[src/rtl/beam_threshold_loader_pkg.sv]
// Shared beam constants and the threshold loader state encoding.
package beam_threshold_loader_pkg;

   localparam int unsigned NUM_BEAM = 48;
   localparam int unsigned DEF_TBITS = 18;
   localparam logic [DEF_TBITS-1:0] DEFAULT_THRESH = 18'd4000;

   typedef enum logic [2:0] {
      StIdle,
      StPrefetch,
      StShift,
      StUpdate,
      StDone
   } load_state_e;

endpackage

[src/rtl/threshold_shadow_ram.sv]
// Simple dual-port shadow store: one write port, one read port with 1-cycle latency, no reset.
module threshold_shadow_ram #(
   parameter int unsigned DEPTH = 48,
   parameter int unsigned WIDTH = 36,
   parameter logic [WIDTH-1:0] INIT = '0,
   localparam int unsigned AW = $clog2(DEPTH)
) (
   input  logic             clk_i,
   input  logic             we_i,
   input  logic [AW-1:0]    waddr_i,
   input  logic [WIDTH-1:0] wdata_i,
   input  logic [AW-1:0]    raddr_i,
   output logic [WIDTH-1:0] rdata_o
);

   logic [WIDTH-1:0] mem_q [DEPTH];
   logic [WIDTH-1:0] rdata_q;

   // Entries are stored XOR INIT so an all-zero power-up array reads back as INIT.
   always_ff @(posedge clk_i) begin
      if (we_i) begin
         mem_q[waddr_i] <= wdata_i ^ INIT;
      end
      rdata_q <= mem_q[raddr_i] ^ INIT;
   end

   assign rdata_o = rdata_q;

endmodule

[src/rtl/beam_threshold_loader.sv]
// Pushes the shadowed per-beam threshold pairs into the beamformer cascade, last beam first,
// then commits them with a single update strobe.
module beam_threshold_loader #(
   parameter int unsigned NBEAMS = beam_threshold_loader_pkg::NUM_BEAM,
   parameter int unsigned TBITS = beam_threshold_loader_pkg::DEF_TBITS,
   parameter logic [TBITS-1:0] DEFAULT_THRESH = TBITS'(beam_threshold_loader_pkg::DEFAULT_THRESH)
) (
   input  logic               clk_i,
   input  logic               rstn_i,
   input  logic [7:0]         thr_addr_i,
   input  logic [2*TBITS-1:0] thr_dat_i,
   input  logic               thr_we_i,
   input  logic               load_req_i,
   output logic               busy_o,
   output logic               done_o,
   output logic               wr_err_o,
   output logic [2*TBITS-1:0] thresh_o,
   output logic [1:0]         thresh_wr_o,
   output logic [1:0]         thresh_update_o
);

   import beam_threshold_loader_pkg::*;

   localparam int unsigned DW = 2 * TBITS;
   localparam int unsigned AW = $clog2(NBEAMS);
   localparam logic [AW-1:0] LAST_IDX = AW'(NBEAMS - 1);

   load_state_e   state_q;
   logic [AW-1:0] idx_q;
   logic [AW-1:0] rd_addr;
   logic [DW-1:0] rd_data;
   logic          pending_q;
   logic          busy_q;
   logic          done_q;
   logic          wr_err_q;
   logic [1:0]    thresh_wr_q;
   logic [1:0]    thresh_update_q;
   logic          addr_ok;
   logic          wr_en;

   assign addr_ok = 32'(thr_addr_i) < NBEAMS;
   // Writes are frozen during reset so the committed shadow survives an aborted load.
   assign wr_en   = rstn_i && thr_we_i && !busy_q && addr_ok;

   // Read one entry ahead of the one being shifted so the RAM latency is hidden.
   always_comb begin
      rd_addr = LAST_IDX;
      if (state_q == StShift && idx_q != '0) begin
         rd_addr = idx_q - 1'b1;
      end
   end

   threshold_shadow_ram #(
      .DEPTH (NBEAMS),
      .WIDTH (DW),
      .INIT  ({DEFAULT_THRESH, DEFAULT_THRESH})
   ) u_shadow (
      .clk_i   (clk_i),
      .we_i    (wr_en),
      .waddr_i (thr_addr_i[AW-1:0]),
      .wdata_i (thr_dat_i),
      .raddr_i (rd_addr),
      .rdata_o (rd_data)
   );

   always_ff @(posedge clk_i) begin
      if (!rstn_i) begin
         state_q         <= StIdle;
         idx_q           <= '0;
         pending_q       <= 1'b0;
         busy_q          <= 1'b0;
         done_q          <= 1'b0;
         wr_err_q        <= 1'b0;
         thresh_wr_q     <= 2'b00;
         thresh_update_q <= 2'b00;
      end else begin
         wr_err_q <= thr_we_i && (busy_q || !addr_ok);
         if (load_req_i && busy_q) begin
            pending_q <= 1'b1;
         end
         case (state_q)
            StIdle: begin
               if (load_req_i) begin
                  state_q <= StPrefetch;
                  busy_q  <= 1'b1;
                  idx_q   <= LAST_IDX;
               end
            end
            StPrefetch: begin
               state_q     <= StShift;
               thresh_wr_q <= 2'b11;
            end
            StShift: begin
               if (idx_q == '0) begin
                  state_q         <= StUpdate;
                  thresh_wr_q     <= 2'b00;
                  thresh_update_q <= 2'b11;
               end else begin
                  idx_q <= idx_q - 1'b1;
               end
            end
            StUpdate: begin
               state_q         <= StDone;
               thresh_update_q <= 2'b00;
               busy_q          <= 1'b0;
               done_q          <= 1'b1;
            end
            StDone: begin
               done_q    <= 1'b0;
               pending_q <= 1'b0;
               if (pending_q || load_req_i) begin
                  state_q <= StPrefetch;
                  busy_q  <= 1'b1;
                  idx_q   <= LAST_IDX;
               end else begin
                  state_q <= StIdle;
               end
            end
            default: begin
               state_q         <= StIdle;
               busy_q          <= 1'b0;
               done_q          <= 1'b0;
               thresh_wr_q     <= 2'b00;
               thresh_update_q <= 2'b00;
            end
         endcase
      end
   end

   assign busy_o          = busy_q;
   assign done_o          = done_q;
   assign wr_err_o        = wr_err_q;
   assign thresh_wr_o     = thresh_wr_q;
   assign thresh_update_o = thresh_update_q;
   assign thresh_o        = thresh_wr_q[0] ? rd_data : '0;

endmodule

[config.mk]
export PLATFORM = sky130hd
export DESIGN_NAME = beam_threshold_loader
export DESIGN_NICKNAME = d
export VERILOG_FILES = /design/src/rtl/beam_threshold_loader_pkg.sv /design/src/rtl/threshold_shadow_ram.sv /design/src/rtl/beam_threshold_loader.sv
export SDC_FILE = /design/constraint.sdc
export NUM_CORES = 2
export LEC_CHECK = 0
export BUFFER_PORTS_ARGS = -buffer_cell sky130_fd_sc_hd__buf_4
export CAP_MARGIN = 15
export CORE_ASPECT_RATIO = 1.2
export CORE_MARGIN = 5
export CORE_UTILIZATION = 30
export CTS_CLUSTER_DIAMETER = 40
export DETAILED_ROUTE_END_ITERATION = 6
export GPL_ROUTABILITY_DRIVEN = 0
export PLACE_DENSITY = 0.56
export SLEW_MARGIN = 40
export SYNTH_ARGS = -nofsm -noshare
export SYNTH_HDL_FRONTEND = slang
export SYNTH_SLANG_ARGS = --single-unit
[constraint.sdc]
create_clock -name clk_i -period 4.5 [get_ports clk_i]
set_input_delay 0.9 -clock clk_i [delete_from_list [all_inputs] [get_ports clk_i]]
set_output_delay 0.9 -clock clk_i [all_outputs]
set_load 0.03 [all_outputs]
==> run metrics <==
P_sw=9302 µW; maxcap violations=0; DR WL/cell=26.63 µm; post-DP HPWL=116,500 µm; hold bufs inserted after CTS=0; CP startpoint kind=flip-flop; number of global-route vias before repair=40,670; Clock transition at path regs=0.06 ns; Pwr Density=452.0 nW/µm²; Row Count=193; Reg power frac=0.498; Sw Ratio=0.2522; chip width=450.0 µm; synthesized area=69,690 µm²; Max Fanout on Critical Path=39; Post-Syn Area per Cell=15.85 µm²; Final Util=0.3534; RSZ-0062 raised after global routing=false; Post-synth EDFFs=1,728; share of layout cells above drive strength 1=0.1662; clock buffer count from CTS=178; Pleak=0.02612 µW; Via Count=40,650; number of instances in the placed design=7,396; Worst slew margin=0.4234; post-cts resize count=0; list of most frequent post-synthesis cells=edfxtp_1, nor2_1, mux2i_1; CTS Buffer Depth=3; drt pass-1 iters=5; CTS Root Cell=clkbuf_16; fin nets=4,604; IO buf count=90; worst-margin pin slew=0.8591 ns; post-synthesis cell count=4,397; Final TNS setup=0 ns; fill cell count=21,720; largest net degree at the start of global routing=130; post-CTS setup buffers=0; die extent in y=538.0 µm; HP Class=in -> reg; peak supply drop=0.4149 mV; Critical Path RT=5.13 ns; critical path class=reg -> reg; total grt overflow=0; run status=finished, final reports clean; Total GRT Usage=0.1646; crit path DAT=4.69 ns; final instance area=81,590 µm²; initial core utilization=0.3019; internal power=27,580 µW; syn nets=4,447; post-synthesis sequential area ratio=0.7592; Yosys top cell area share=0.7445; Synth area leaders=edfxtp_1, mux2i_1, nor2_1; ys flop type=edfxtp_1; final std cells w/o fill=7,731; Hold Vio Cnt, Final=0; Final min period=4.060 ns; # setup viols final=0; area of the die=242,100 µm²; Yosys warnings=0; CP endpoint kind=flip-flop; initial drt markers=3,778; Final period util=0.9022; hold slack=0.3312 ns; top-count cell post-synth=edfxtp_1; FFs w/ async S/R, synth=0; clock sink total=1,779; IO Pins=91; cell taking the most area after synthesis=edfxtp_1; Gate power share=0.110; antenna violations before repair=7; Placed Area=75,910 µm²; drt drc=0; TritonCTS clock tree=done; htree depth=4; clock group share of total power=0.391; area delta synth->final=17.08%; Worst Skew=0.03276 ns; WL final=205,800 µm; Post-DRT Antenna Nets=0; first-pass GRT wire length=294,400 µm; Clk Latency, worst-skew pair=0.82 ns; vias per cell=5.258; Synth cell types=60; number of synthesized register bits=1,779; fin. max-slew vios=0; Core Region=230,900 µm²; f_max=246.3 MHz
area by class of cell:
| class | count | area (µm²) | area share |
|---|---|---|---|
| Antenna cell | 9 | 22.52 | 0.0002760 |
| Timing Repair Buffer | 294 | 3268 | 0.04005 |
| Tap cell | 3022 | 3781 | 0.04634 |
| Inverter | 163 | 611.8 | 0.007499 |
| Clock buffer | 220 | 4778 | 0.05856 |
| Clock inverter | 106 | 879.6 | 0.01078 |
| Multi-Input combinational cell | 2138 | 15330 | 0.1879 |
| Sequential cell | 1779 | 52920 | 0.6486 |
worst max-delay path, stage by stage (launching register included):
cell and delay [ns]:
dfxtp_4 0.48, inv_1 0.22, ha_1 0.35, nor3b_1 0.47, xnor2_1 0.25, nor2_4 0.59, buf_12 0.35, buf_4 0.35
o311a_1 0.21, a311o_1 0.30, o211ai_1 0.20
registers in the layout, indices dropped and copies added (netlist names), 3 cells and up:
signal            count
u_shadow.mem_q     1728
state_q               3
u_shadow.rdata_o     36
idx_q                 6
path summary, 6_finish.rpt:
path | startpoint | to | slack (ns) | depth (start not counted)
hold reg to reg | pending_q | pending_q | 0.53 | 2
hold / removal | thr_we_i | wr_err_o | 0.33 | 3
setup / recovery | idx_q[0] | u_shadow.rdata_o[21] | 0.44 | 10
setup reg to reg | idx_q[0] | u_shadow.rdata_o[21] | 0.44 | 10
power groups by stage:
stage          clock, µW  sequential (µW)  combinational, µW
2_1_floorplan          0            18600               2460
3_3_place_gp           0            18700               4020
3_5_place_dp           0            18700               4060
4_1_cts            14700            18400               4080
5_1_grt            15400            18400               4320
6_report           14400            18400               4070
layer usage:
metal | track usage | part of all wire | vias up
met1 | 0.2052 | 0.40 | 21250
met5 | 0 | 0.00017 | -
met4 | 0.05271 | 0.030 | 6
li1 | - | - | 17720
met3 | 0.02122 | 0.052 | 323
met2 | 0.2971 | 0.52 | 1351
cell families (layout without fill, tap and decap cells):
logic type	after synthesis	in the layout	share of synthesized area
compound gates	1152	1152	0.1189
xor+xnor	3	3	0.0003771
fa+ha+maj	2	2	0.0003590
buf+inv	480	783	0.02801
flops	1779	1779	0.7592
mux	397	397	0.05896
other cells	0	9	0
simple gates	584	584	0.03424
layout by cell type, fill, tap and decap left out, drive strengths merged, types with 37 or more instances in the layout:
master,netlist,layout
clkinv,1,69
a2111oi,37,37
a21oi,122,122
mux2,108,108
o31ai,97,97
o22ai,180,180
buf,127,294
o21ai,152,152
a31oi,110,110
a2bb2oi,108,108
mux2i,289,289
o311a,60,60
nor2,391,391
dfxtp,51,51
o211ai,100,100
nand2,124,124
edfxtp,1728,1728
clkbuf,190,220
inv,162,179
per-stage QoR:
step / power [µW] / setup slack [ns]
detailed placement: 22800 / 0.4132
global placement: 22760 / 0.1336
global route: 38050 / 0.3234
finish: 36880 / 0.4402
floorplan: 21070 / 0.5938
CTS: 37130 / 0.4855
No activity file was read; power rests on OpenSTA's default activity.
